File: config.mk
export PLATFORM = sky130hd
export DESIGN_NAME = pcs_sync_fsm
export DESIGN_NICKNAME = d
export VERILOG_FILES = /design/src/rtl/pcs_sync_fsm_pkg.sv /design/src/rtl/pcs_sync_fsm_comma_det.sv /design/src/rtl/pcs_sync_fsm.sv
export SDC_FILE = /design/constraint.sdc
export NUM_CORES = 1
export LEC_CHECK = 0
export ABC_AREA = 1
export CAP_MARGIN = 20
export CORE_MARGIN = 5
export CORE_UTILIZATION = 45
export CTS_BUF_LIST = sky130_fd_sc_hd__clkbuf_8
export CTS_CLUSTER_DIAMETER = 60
export CTS_CLUSTER_SIZE = 8
export DETAILED_ROUTE_END_ITERATION = 7
export PLACE_DENSITY = 0.77
export SLEW_MARGIN = 10
export SYNTH_ARGS = -nofsm -noshare
export SYNTH_HDL_FRONTEND = slang
export SYNTH_SLANG_ARGS = --single-unit
File: constraint.sdc
create_clock -name clk -period 1.73 [get_ports clk]
set_clock_uncertainty 0.2 [all_clocks]
set_input_delay 0.346 -clock clk [delete_from_list [all_inputs] [get_ports clk]]
set_output_delay 0.346 -clock clk [all_outputs]
set_load 0.02 [all_outputs]
File: src/rtl/pcs_sync_fsm_pkg.sv
// Shared definitions for the 1000BASE-X receive synchronization controller:
// state encoding, comma patterns and a "link is synced" decode helper.
package pcs_sync_fsm_pkg;

   // Encoding 11 is left unused so that SYNC_ACQUIRED_4A lands on 13.
   typedef enum logic [3:0] {
      LOSS_OF_SYNC     = 4'd0,
      COMMA_DETECT_1   = 4'd1,
      ACQUIRE_SYNC_1   = 4'd2,
      COMMA_DETECT_2   = 4'd3,
      ACQUIRE_SYNC_2   = 4'd4,
      COMMA_DETECT_3   = 4'd5,
      SYNC_ACQUIRED_1  = 4'd6,
      SYNC_ACQUIRED_2  = 4'd7,
      SYNC_ACQUIRED_2A = 4'd8,
      SYNC_ACQUIRED_3  = 4'd9,
      SYNC_ACQUIRED_3A = 4'd10,
      SYNC_ACQUIRED_4  = 4'd12,
      SYNC_ACQUIRED_4A = 4'd13
   } sync_state_e;

   localparam logic [6:0] COMMA_POS = 7'b0011111;
   localparam logic [6:0] COMMA_NEG = 7'b1100000;

   function automatic logic is_synced(input sync_state_e s);
      return (s >= SYNC_ACQUIRED_1);
   endfunction

endpackage

File: src/rtl/pcs_sync_fsm_comma_det.sv
// Combinational classifier for one code-group: comma detection and the
// good/bad/data qualifiers used by the sync state machine.
module pcs_sync_fsm_comma_det
   import pcs_sync_fsm_pkg::*;
(
   input  logic [9:0] data_10b,
   input  logic       is_invalid,
   input  logic       control,
   input  logic       odd_pos,
   output logic       comma,
   output logic       cgbad,
   output logic       cggood,
   output logic       cgdata
);

   // Only the abcdefg bits carry the comma; the low bits are don't-care.
   logic unused_low;
   assign unused_low = ^data_10b[2:0];

   assign comma  = (data_10b[9:3] == COMMA_POS) | (data_10b[9:3] == COMMA_NEG);
   assign cgbad  = is_invalid | (comma & odd_pos);
   assign cggood = ~cgbad;
   assign cgdata = ~is_invalid & ~control;

endmodule

File: src/rtl/pcs_sync_fsm.sv
// Receive synchronization FSM: acquires comma alignment, tracks even/odd
// position, and drops sync after repeated bad code-groups.
module pcs_sync_fsm
   import pcs_sync_fsm_pkg::*;
#(
   parameter int GOOD_CGS_MAX = 3,
   parameter int LOS_CNT_W    = 8
) (
   input  logic                 clk,
   input  logic                 reset,
   input  logic                 cg_valid,
   input  logic [9:0]           data_10b,
   input  logic                 is_invalid,
   input  logic                 control,
   input  logic                 signal_detect,
   output logic                 sync_status,
   output logic                 rx_even,
   output logic                 cg_good,
   output logic                 sync_lost,
   output logic [LOS_CNT_W-1:0] los_count,
   output logic [3:0]           sync_state
);

   localparam int GC_W = $clog2(GOOD_CGS_MAX + 1);
   localparam logic [GC_W-1:0] GC_LAST = GC_W'(GOOD_CGS_MAX - 1);

   sync_state_e          state_q, state_d;
   logic                 rx_even_q, rx_even_d;
   logic [GC_W-1:0]      good_cgs_q, good_cgs_d;
   logic                 cg_good_q, cg_good_d;
   logic                 sync_lost_q, sync_lost_d;
   logic [LOS_CNT_W-1:0] los_count_q, los_count_d;

   logic comma, cgbad, cggood, cgdata;
   logic loss;

   pcs_sync_fsm_comma_det u_comma_det (
      .data_10b   (data_10b),
      .is_invalid (is_invalid),
      .control    (control),
      .odd_pos    (rx_even_q),
      .comma      (comma),
      .cgbad      (cgbad),
      .cggood     (cggood),
      .cgdata     (cgdata)
   );

   always_comb begin
      state_d     = state_q;
      rx_even_d   = rx_even_q;
      good_cgs_d  = good_cgs_q;
      cg_good_d   = cg_good_q;
      sync_lost_d = 1'b0;
      los_count_d = los_count_q;
      loss        = 1'b0;
      if (!signal_detect) begin
         state_d    = LOSS_OF_SYNC;
         good_cgs_d = '0;
         cg_good_d  = 1'b0;
      end else if (cg_valid) begin
         rx_even_d = ~rx_even_q;
         cg_good_d = is_synced(state_q) & cggood;
         case (state_q)
            LOSS_OF_SYNC:   if (comma & ~is_invalid) state_d = COMMA_DETECT_1;
            COMMA_DETECT_1: state_d = cgdata ? ACQUIRE_SYNC_1 : LOSS_OF_SYNC;
            COMMA_DETECT_2: state_d = cgdata ? ACQUIRE_SYNC_2 : LOSS_OF_SYNC;
            COMMA_DETECT_3: state_d = cgdata ? SYNC_ACQUIRED_1 : LOSS_OF_SYNC;
            ACQUIRE_SYNC_1: begin
               if (cgbad) state_d = LOSS_OF_SYNC;
               else if (comma & ~rx_even_q) state_d = COMMA_DETECT_2;
            end
            ACQUIRE_SYNC_2: begin
               if (cgbad) state_d = LOSS_OF_SYNC;
               else if (comma & ~rx_even_q) state_d = COMMA_DETECT_3;
            end
            SYNC_ACQUIRED_1: begin
               if (cgbad) begin
                  state_d    = SYNC_ACQUIRED_2;
                  good_cgs_d = '0;
               end
            end
            SYNC_ACQUIRED_2, SYNC_ACQUIRED_3, SYNC_ACQUIRED_4: begin
               good_cgs_d = cggood ? GC_W'(1) : '0;
               if (cggood) begin
                  state_d = (state_q == SYNC_ACQUIRED_2) ? SYNC_ACQUIRED_2A :
                            (state_q == SYNC_ACQUIRED_3) ? SYNC_ACQUIRED_3A : SYNC_ACQUIRED_4A;
               end else if (state_q == SYNC_ACQUIRED_4) loss = 1'b1;
               else state_d = (state_q == SYNC_ACQUIRED_2) ? SYNC_ACQUIRED_3 : SYNC_ACQUIRED_4;
            end
            SYNC_ACQUIRED_2A, SYNC_ACQUIRED_3A, SYNC_ACQUIRED_4A: begin
               if (cgbad) begin
                  good_cgs_d = '0;
                  if (state_q == SYNC_ACQUIRED_4A) loss = 1'b1;
                  else state_d = (state_q == SYNC_ACQUIRED_2A) ? SYNC_ACQUIRED_3 : SYNC_ACQUIRED_4;
               end else if (good_cgs_q == GC_LAST) begin
                  good_cgs_d = '0;
                  state_d = (state_q == SYNC_ACQUIRED_2A) ? SYNC_ACQUIRED_1 :
                            (state_q == SYNC_ACQUIRED_3A) ? SYNC_ACQUIRED_2 : SYNC_ACQUIRED_3;
               end else begin
                  good_cgs_d = good_cgs_q + GC_W'(1);
               end
            end
            default: state_d = LOSS_OF_SYNC;
         endcase
         // A fresh comma always defines an even position.
         if (state_d == COMMA_DETECT_1 || state_d == COMMA_DETECT_2 || state_d == COMMA_DETECT_3)
            rx_even_d = 1'b1;
         if (loss) begin
            state_d     = LOSS_OF_SYNC;
            sync_lost_d = 1'b1;
            if (los_count_q != {LOS_CNT_W{1'b1}}) los_count_d = los_count_q + LOS_CNT_W'(1);
         end
      end
   end

   always_ff @(posedge clk) begin
      if (!reset) begin
         state_q     <= LOSS_OF_SYNC;
         rx_even_q   <= 1'b0;
         good_cgs_q  <= '0;
         cg_good_q   <= 1'b0;
         sync_lost_q <= 1'b0;
         los_count_q <= '0;
      end else begin
         state_q     <= state_d;
         rx_even_q   <= rx_even_d;
         good_cgs_q  <= good_cgs_d;
         cg_good_q   <= cg_good_d;
         sync_lost_q <= sync_lost_d;
         los_count_q <= los_count_d;
      end
   end

   assign sync_status = is_synced(state_q);
   assign rx_even     = rx_even_q;
   assign cg_good     = cg_good_q;
   assign sync_lost   = sync_lost_q;
   assign los_count   = los_count_q;
   assign sync_state  = state_q;

endmodule
==> results of run 1 <==
[area by class of cell]
class	instances	share of cell area, %
inverters	29	5.08
multi-input cells	160	47.4
repair buffers	71	27.6
clock buffers	3	1.88
flip-flops and latches	17	16.0
clock inverters	1	0.171
well taps	31	1.77
[metrics by stage]
stage               std cells  hold slack (ps)  worst slack, ps  power [W]
floorplan                 207              260             1.40   0.000446
global placement          299              261             -417   0.000507
detailed placement        299              267             -470   0.000508
CTS                       309              268            -1.05   0.000798
global route              312              321             -164   0.000860
finish                    312              298            -70.0   0.000820
[sequential cells by signal, summed over array words and instances, names as in the netlist]
| signal | cells |
|---|---|
| sync_lost | 1 |
| cg_good | 1 |
| los_count | 8 |
| rx_even | 1 |
| sync_state | 4 |
| good_cgs_q | 2 |
[worst paths after layout]
check | end | depth (start not counted)
worst max-delay path | rx_even$_SDFFE_PN0P_ | 11
worst min-delay path | cg_good$_SDFFE_PN0P_ | 2
worst max register to register | rx_even$_SDFFE_PN0P_ | 11
worst min register to register | cg_good$_SDFFE_PN0P_ | 2
[where the power goes]
group | switching [W] | internal [W]
combinational | 0.0000648 | 0.0000583
clock | 0.000142 | 0.000158
sequential | 0.00000471 | 0.000392
[metal layers]
layer / wire, µm / track usage (%) / vias to the layer above
met5: 0 / 0 / -
met4: 160 / 7.69 / 0
met3: 337 / 3.78 / 23
met2: 2500 / 36.1 / 88
met1: 1860 / 22.2 / 789
li1: - / - / 808
[tightest hold or removal path, cell delays in order (launching register included)]
cell,delay [ps]
dfxtp_1,320
nand2_1,80
a21oi_1,60
[Yosys cell counts]
cell	n	area (µm²)
a211oi_1	1	7.51
a21oi_1	14	70.1
a21oi_2	1	8.76
a22oi_1	1	7.51
a31oi_1	1	6.26
buf_4	1	7.51
dfxtp_1	17	340
ha_1	1	12.5
inv_1	26	97.6
inv_2	3	11.3
nand2_1	66	248
nand2_2	3	18.8
nand2_4	3	33.8
nand3_1	11	55.1
nand3_2	2	20.0
nand3b_1	3	22.5
nand4_1	2	12.5
nand4_2	1	12.5
nor2_1	22	82.6
nor2_2	4	25.0
nor2_8	1	20.0
nor3_1	6	30.0
nor4_1	1	6.26
o21ai_0	6	30.0
o21ai_1	5	25.0
o21ai_2	1	8.76
or2_2	1	6.26
xor2_1	3	26.3
[repair_timing]
| item | 4_1_cts | 5_1_grt |
|---|---|---|
| resized for setup | 43 | 81 |
| buffers inserted | 6 | 3 |
| pin swaps | 13 | 43 |
| setup endpoints to repair | 31 | 19 |
[cell families after synthesis]
group	after synthesis
buf+inv	30
fa+ha+maj	1
compound gates	30
simple gates	126
xor+xnor	3
flops	17
==> impl_metrics.py, run 1 <==
metrics = {
    "status": {
        "outcome": "complete, but fails checks",
        "violations": "negative setup slack",
    },
    "global_route": {
        "grt_pass1_vias": 1555,
        "antenna_found_initial": 0,
        "grt_use_total_pct": 19.8,
        "grt_pass1_wl_mm": 6.58,
        "grt_max_degree": 10,
        "globalRouteOverflowTotal": 0,
    },
    "timing": {
        "period_needed_ps": 1800,
        "worst_pin_slew_ps": 411,
        "final_max_slew_viol_count": 0,
        "setup_ws_ps": -70.0,
        "final-hold-violation-count": 0,
        "fin_crit_sh_pct": 104,
        "setup_viol": 4,
        "maxSlewHeadroom_pct": 72.3,
        "max_freq_ghz": 0.556,
        "tns_ps": -185,
        "rsz0062_at_grt": "yes",
    },
    "logic_synthesis": {
        "syn-cell-area_mm2": 0.00125,
        "ys_seq_area_share_pct": 27.2,
        "synth_nets": 224,
        "synth_compound_area_share_pct": 13.1,
        "synth-simple-area-share_pct": 47.4,
        "yosys_warnings": 0,
        "ys_ff_latch": 17,
        "syn_avg_cell_area_um2": 6.05,
        "synthCells": 207,
        "synth_top_family_by_area": "simple AND/OR/NAND/NOR gates",
        "synthAdderAreaFrac_pct": 0.999,
        "synth_cell_type_count": 28,
        "synth_mux_area_share_pct": 0,
        "synth_xor_area_share_pct": 2.10,
    },
    "cells_and_area": {
        "antenna-diode-count": 0,
        "final_cell_mix": "nand2_1, buf_4, inv_1",
        "area_delta_synth_final_pct": 75.0,
        "utilization_pct": 80.9,
        "num-fill-cells": 183,
        "multi_input_area_mm2": 0.00104,
        "drive_above_1_share_pct": 44.8,
        "fin_nets": 299,
        "postLayoutCellArea_mm2": 0.00219,
        "regArea_um2": 352,
        "final_common_cell": "nand2_1",
    },
    "cts": {
        "clock_path_buffers": 2,
        "cts_made_buffers": 3,
        "cts_root_buf": "clkbuf_8",
        "cts_tree": "built",
        "clk_pin_slew_ps": 70,
        "ctsHoldBuffers": 0,
        "cts_max_level": 1,
        "clock_latency_ps": 260,
        "clock-sinks": 17,
    },
    "job": {
        "maxCapViolations": 0,
    },
    "routing": {
        "postRouteAntennaNets": 0,
        "drcViolationCount": 0,
        "drt_iter0_drc": 168,
        "drt_wl_total_mm": 4.85,
        "first_pass_iters": 5,
        "vias": 1708,
        "wl_per_cell_um": 15.5,
        "routed_via_density": 5.47,
    },
    "floorplanning": {
        "die_area_mm2": 0.00394,
        "io_pins": 32,
        "rows": 19,
        "die_w_um": 62.8,
        "start_util_pct": 46.2,
        "die_h_um": 62.8,
        "core-area_mm2": 0.00271,
    },
    "worst_setup_path": {
        "crit_path_top_delay_cell": "dfxtp_2",
        "crit_chain": "buf_6, nand3b_1, nand2_2, o21ai_2, nor3_2, nand2_1, nand2_1, inv_2, a21oi_2, nand2_2, a21oi_2",
        "rrSetupSlack_ps": -70,
        "crit_fanout": 8,
        "cp_data_arrival_time_ps": 1800,
        "cp-end-kind": "flop",
        "critPathRequiredTime_ps": 1730,
        "start_kind": "flop",
        "cp_top_family": "simple AND/OR/NAND/NOR gates",
        "critPathKind": "flop to flop",
        "cp.buffers_inverters": 2,
        "critPathLaunch": "sync_state[2]$_SDFFE_PN0P_",
        "slowest_delay_ps": 320,
        "timing.rr.start": "sync_state[2]$_SDFFE_PN0P_",
    },
    "worst_hold_path": {
        "hp-class": "flop to flop",
        "min_from": "cg_good$_SDFFE_PN0P_",
    },
    "place": {
        "post_dp_cell_area_mm2": 0.00182,
        "gpl.final_weighted_congestion": 0.925,
        "portBuffers": 28,
        "dpl.hpwl_mm": 2.78,
    },
    "power": {
        "peakVddDrop_mv": 0.624,
        "p_leak_nw": 1.10,
        "pwr_density_cell_mw_per_mm2": 374,
    },
}
Note: power is estimated with default switching activity, not from simulation.
==> inputs of run 2 (changes only) <==
- CTS_CLUSTER_SIZE: 8 -> 14
==> results of run 2 <==
Same layout as run 1: the final DEF is identical, and so are final timing and power.
==> inputs of run 3 (changes only) <==
- SLEW_MARGIN: 10 -> 20
==> results of run 3 <==
Same layout as run 1: the final DEF is identical, and so are final timing and power.
==> RTL edit 1 (config.mk and constraints of run 2) <==
`LOS_CNT_W`: 8 -> 9.
--- a/src/rtl/pcs_sync_fsm.sv
+++ b/src/rtl/pcs_sync_fsm.sv
@@ -4,7 +4,7 @@
    import pcs_sync_fsm_pkg::*;
 #(
    parameter int GOOD_CGS_MAX = 3,
-   parameter int LOS_CNT_W    = 8
+   parameter int LOS_CNT_W    = 9
 ) (
    input  logic                 clk,
    input  logic                 reset,
Ports: changed (resized los_count); port bits go from 32 to 33. No check against the original RTL was run, so the function may have changed too.
==> RTL edit 1 against run 2 <==
The flow still finishes with violations (setup timing); sequential cell count up 1; largest cell class unchanged; cell area is 2.5% lower; highest routed layer unchanged; combinational power fell by 15%; setup slack gained 61 ps; maximum frequency is 3.5% higher; sequential power grew 5.0%; routed wire length fell by 9.3%; total power down 0.22%; area after synthesis rose by 1.8%.
==> RTL edit 1: results (changes against run 2) <==
GRT
  – Largest net degree at the start of global routing: 11 (was 10)
  – GR Util met1: 0.2514 (was 0.2221)
  – Global-route wire length before repair: 6541 um (was 6582 um)
  – Met3 Resource Use GR: 0.04973 (was 0.03777)
  – Vias in the first global route: 1503 (was 1555)
  – Tot GR Track Use: 0.1957 (was 0.1977)
  – Initial antenna violation count: 0 (unchanged)
  – M2 GR Usage: 0.3308 (was 0.3614)

Cells and area
  – Max reg flops: 9 (was 8)
  – N_diodes: 0 (unchanged)
  – Fill cells: 194 (was 183)
  – Nets: 293 (was 299)
  – Layout cells sized above 1: 0.3942 (was 0.4484)

CTS
  – Num CTS Buffers: 3 (unchanged)
  – Clock Path Buffers: 2 (unchanged)
  – Clock transition at path regs: 70 ps (about the same)
  – Root Buffer: clkbuf_8 (unchanged)
  – Clk_lat worst skew: between 200 and 300 ps
  – # H-tree levels: 1 (unchanged)

Synth
  – Most instantiated cells after synthesis: nand2_1, inv_1, a21oi_1 (was nand2_1, inv_1, nor2_1)
  – Top_reg_cell synth: dfxtp_1 (unchanged)
  – Net count after synthesis: 224 (unchanged)
  – Dominant cells by area after synthesis: dfxtp_1, nand2_1, a21oi_1, inv_1, nor2_1 (was dfxtp_1, nand2_1, inv_1, nor2_1, a21oi_1)
  – Register area share after synthesis: 0.2826 (was 0.2717)
  – Ys async rst share: 0 (unchanged)
  – Netlist cell types: 32 (was 28)
  – Warnings, synthesis: 0 (unchanged)

Min path
  – Class of the worst hold path: flip-flop to flip-flop (unchanged)
  – WHS Path Cells: 2 (unchanged)
  – Worst hold endpoint: good_cgs_q[1] (was cg_good)
  – Hold_sp: good_cgs_q[1] (was cg_good)

Run status
  – Outcome: finished, violations left (unchanged)
  – Violated checks: setup timing (unchanged)

Place
  – HPWL Detailed: 2845 um (was 2785 um)
  – Buffers added on ports: 29 (was 28)
  – Dpl ws: -388.0 ps (was -469.8 ps)
  – Gpl congestion: 0.9623 (was 0.9246)

Setup path
  – Max incr delay on CP: 370 ps (was 320 ps)
  – Crit path max-delay cell type: nor4_1 (was dfxtp_2)
  – Worst reg2reg path startpoint: los_count[2] (was sync_state[2])
  – Critical R2R Capture: los_count[7] (was rx_even)
  – Peak fanout along the critical path: 7 (was 8)
  – CP delay by family, top: simple AND/OR/NAND/NOR gates (unchanged)
  – Reg2reg path depth: 6 (was 11)
  – Crit path DAT: 1730 ps (was 1800 ps)

Route
  – DR iter-0 viols: 111 (was 168)
  – Vias: 1627 (was 1708)
  – Drt pass-1 iters: 4 (was 5)
  – Wire per inst: 14.41 um (was 15.54 um)

STA
  – Hold Violations, Final: 0 (unchanged)
  – Hold WS: 307.1 ps (was 297.6 ps)
  – Final WS setup: -9.113 ps (was -70.04 ps)
  – Final setup viols: 2 (was 4)
  – Setup TNS: -14.99 ps (was -185.5 ps)
  – Slew HR: 0.7003 (was 0.7231)

Power and ir drop
  – Lkg Pwr: 1.137 nW (was 1.105 nW)
  – Worst VDD drop: 558.9 uV (was 624.2 uV)

Run
  – Max-cap viol count: 0 (unchanged)
-- RTL edit 1: changes by cell type after synthesis, sizes merged, moves of 2 or more --
| cell | change |
|---|---|
| nor3 | -4 |
| xor2 | +2 |
| clkinv | +2 |
| nand2 | -4 |
| a21oi | +6 |
| o211ai | +2 |
| inv | -4 |
| xnor2 | +2 |
| o21ai | -4 |
| buf | +2 |
| nor2 | -2 |
| nand3b | -2 |
-- RTL edit 1: repair_timing --
action / in CTS / in global routing
gates resized for setup: 27 / 66
pin swaps: 10 / 15
setup endpoints to repair: 32 / 17
cloned: 1 / 0
setup buffers: 2 / 2
-- RTL edit 1: worst max path at each step --
stage,cells after the start,from,slack [ps],endpoint
finish,6,los_count[2],-9,los_count[7]
global route,6,los_count[4],-80,los_count[7]
CTS,11,sync_state[3],3,sync_state[2]
detailed placement,13,data_10b[7],-390,los_count[6]
global placement,13,data_10b[3],-370,los_count[1]
floorplan,9,los_count[0],9,los_count[3]
-- RTL edit 1: logic make-up (layout without fill, tap and decap cells) --
family	Yosys count	in the layout	share of synthesized area
flops	18	18	0.2826
xor+xnor	7	7	0.04809
compound gates	34	34	0.1472
buf+inv	30	97	0.09911
simple gates	115	116	0.4033
fa+ha+maj	2	2	0.01962
-- RTL edit 1: worst reg2reg max path, delay by kind of cell (launching register included) --
kind	cells	cell delay, ps
compound gates	1	130
flops	1	340
simple gates	3	580
buf+inv	1	140
xor+xnor	1	290
-- RTL edit 1: layout make-up --
cell class                 count  area share
multi-input combinational    159      0.4658
inverter                      27     0.05325
clock buffer                   3     0.01931
sequential                    18      0.1785
clock inverter                 1    0.001755
tap                           31     0.01814
timing repair buffer          66      0.2633
-- RTL edit 1: per-layer routing --
| metal | up-vias | share of wire |
|---|---|---|
| met2 | 68 | 0.49 |
| met3 | 13 | 0.076 |
| li1 | 799 | - |
| met5 | - | 0 |
| met1 | 747 | 0.42 |
| met4 | 0 | 0.022 |
-- RTL edit 1: metrics by stage --
stage                     instances  area, um^2
after global placement          296        1857
after floorplan                 206        1304
after detailed placement        296        1857
final                           305        2138
after CTS                       303        1911
after global routing            305        2138
-- RTL edit 1: power breakdown --
part	switching (mW)	leakage (nW)	internal, mW
clock network	0.139	0.0231	0.158
registers	0.00436	0.152	0.413
logic	0.0557	0.962	0.0491
total	0.199	1.14	0.620
==> RTL edit 2 (flow settings as in run 2) <==
Without the edit above. Add an input register stage for `cg_valid`, `data_10b`, `is_invalid`, `control` and `signal_detect`, with the module's reset; this delays them by one clock.
--- a/src/rtl/pcs_sync_fsm.sv
+++ b/src/rtl/pcs_sync_fsm.sv
@@ -24,6 +24,28 @@
    localparam int GC_W = $clog2(GOOD_CGS_MAX + 1);
    localparam logic [GC_W-1:0] GC_LAST = GC_W'(GOOD_CGS_MAX - 1);
 
+   logic cg_valid_q;
+   logic [9:0] data_10b_q;
+   logic is_invalid_q;
+   logic control_q;
+   logic signal_detect_q;
+
+   always_ff @(posedge clk) begin
+      if (!reset) begin
+         cg_valid_q      <= '0;
+         data_10b_q      <= '0;
+         is_invalid_q    <= '0;
+         control_q       <= '0;
+         signal_detect_q <= '0;
+      end else begin
+         cg_valid_q      <= cg_valid;
+         data_10b_q      <= data_10b;
+         is_invalid_q    <= is_invalid;
+         control_q       <= control;
+         signal_detect_q <= signal_detect;
+      end
+   end
+
    sync_state_e          state_q, state_d;
    logic                 rx_even_q, rx_even_d;
    logic [GC_W-1:0]      good_cgs_q, good_cgs_d;
@@ -35,9 +57,9 @@
    logic loss;
 
    pcs_sync_fsm_comma_det u_comma_det (
-      .data_10b   (data_10b),
-      .is_invalid (is_invalid),
-      .control    (control),
+      .data_10b   (data_10b_q),
+      .is_invalid (is_invalid_q),
+      .control    (control_q),
       .odd_pos    (rx_even_q),
       .comma      (comma),
       .cgbad      (cgbad),
@@ -53,15 +75,15 @@
       sync_lost_d = 1'b0;
       los_count_d = los_count_q;
       loss        = 1'b0;
-      if (!signal_detect) begin
+      if (!signal_detect_q) begin
          state_d    = LOSS_OF_SYNC;
          good_cgs_d = '0;
          cg_good_d  = 1'b0;
-      end else if (cg_valid) begin
+      end else if (cg_valid_q) begin
          rx_even_d = ~rx_even_q;
          cg_good_d = is_synced(state_q) & cggood;
          case (state_q)
-            LOSS_OF_SYNC:   if (comma & ~is_invalid) state_d = COMMA_DETECT_1;
+            LOSS_OF_SYNC:   if (comma & ~is_invalid_q) state_d = COMMA_DETECT_1;
             COMMA_DETECT_1: state_d = cgdata ? ACQUIRE_SYNC_1 : LOSS_OF_SYNC;
             COMMA_DETECT_2: state_d = cgdata ? ACQUIRE_SYNC_2 : LOSS_OF_SYNC;
             COMMA_DETECT_3: state_d = cgdata ? SYNC_ACQUIRED_1 : LOSS_OF_SYNC;
Behaviour: not the same (a bounded check fails within 4 cycles, from zero or initial values and one cycle with reset low).
==> RTL edit 2 against run 2 <==
The run still ends with setup timing left; global-route usage decreased by 4.1 points; routed wire length decreased by 21%; sequential cell count up 11; via count is 2.7% lower; setup slack better by 59 ps; area after synthesis up 25%; cell area rose by 6.2%; utilization shrank 12 points; total power up 55%; largest cell class unchanged.
==> RTL edit 2: results (changes against run 2) <==
STA
  – Final WS setup: -11.23 ps (was -70.04 ps)
  – Final setup viols: 2 (was 4)

Setup path
  – Worst reg2reg path startpoint: data_10b_q[6] (was sync_state[2])
  – Crit path DAT: 1750 ps (was 1800 ps)
  – Critical path destination: sync_state[2] (was rx_even)
  – R2R Setup Slk: -10 ps (was -70 ps)

Synth
  – Post-synthesis register bit count: 28 (was 17)
  – Register area share after synthesis: 0.3573 (was 0.2717)
  – Netlist Area Pre-Place: 0.001569 mm^2 (was 0.001252 mm^2)
  – Netlist cell types: 27 (was 28)

Run status
  – Outcome: finished, violations left (unchanged)
  – Violated checks: setup timing (unchanged)

Power and ir drop
  – Lkg Pwr: 1.122 nW (was 1.105 nW)
  – Sw Share: 0.1982 (was 0.2584)
  – Worst VDD drop: 470.0 uV (was 624.2 uV)

Cells and area
  – Sequential cell area share: 0.2478 (was 0.1604)
  – Cell Count, Final, Fillers Out: 347 (was 312)
  – Multi-input logic area: 939.7 um^2 (was 0.001040 mm^2)
  – Invs w/o clock: 37 (was 29)

Place
  – Placed Area: 0.002122 mm^2 (was 0.001822 mm^2)
  – Dpl ws: -66.24 ps (was -469.8 ps)

GRT
  – Global-route wire length before repair: 6382 um (was 6582 um)
  – Largest net degree at the start of global routing: 17 (was 10)

Route
  – Met1 WL: 1628 um (was 1855 um)
  – Metal3 WL: 247 um (was 337 um)
  – DR iter-0 viols: 98 (was 168)
  – Detailed-route vias per instance: 4.790 (was 5.474)
  – Wire per inst: 11.10 um (was 15.54 um)

CTS
  – Clock transition at path regs: 90 ps (was 70 ps)
RTL edit 2: cell families after synthesis:
family                     count (synthesis)  share of synthesized area
buffers and inverters                     38                    0.09090
AOI/OAI and AO/OA                         32                     0.1093
xor gates and xnor gates                   4                    0.02233
DFF                                       28                     0.3573
and+or+nand+nor                          132                     0.4123
adders and majority gates                  1                   0.007973
RTL edit 2: repair_timing:
| item | in CTS | in global routing |
|---|---|---|
| setup endpoints to repair | 16 | 16 |
| buffers inserted | 0 | 8 |
| pin swaps | 0 | 21 |
| gates resized for setup | 19 | 38 |
RTL edit 2: metal layers:
layer	vias up	GRT usage
met4	0	0.04121
met1	736	0.2016
met3	2	0.02762
li1	875	-
met2	49	0.2680
met5	-	0
RTL edit 2: worst min-delay path by stage:
stage	to	slack, ps	depth (start not counted)
2_1_floorplan	signal_detect_q	240	2
3_3_place_gp	cg_good	260	2
3_5_place_dp	cg_good	260	2
4_1_cts	cg_good	280	2
5_1_grt	cg_good	290	2
6_report	cg_good	270	2
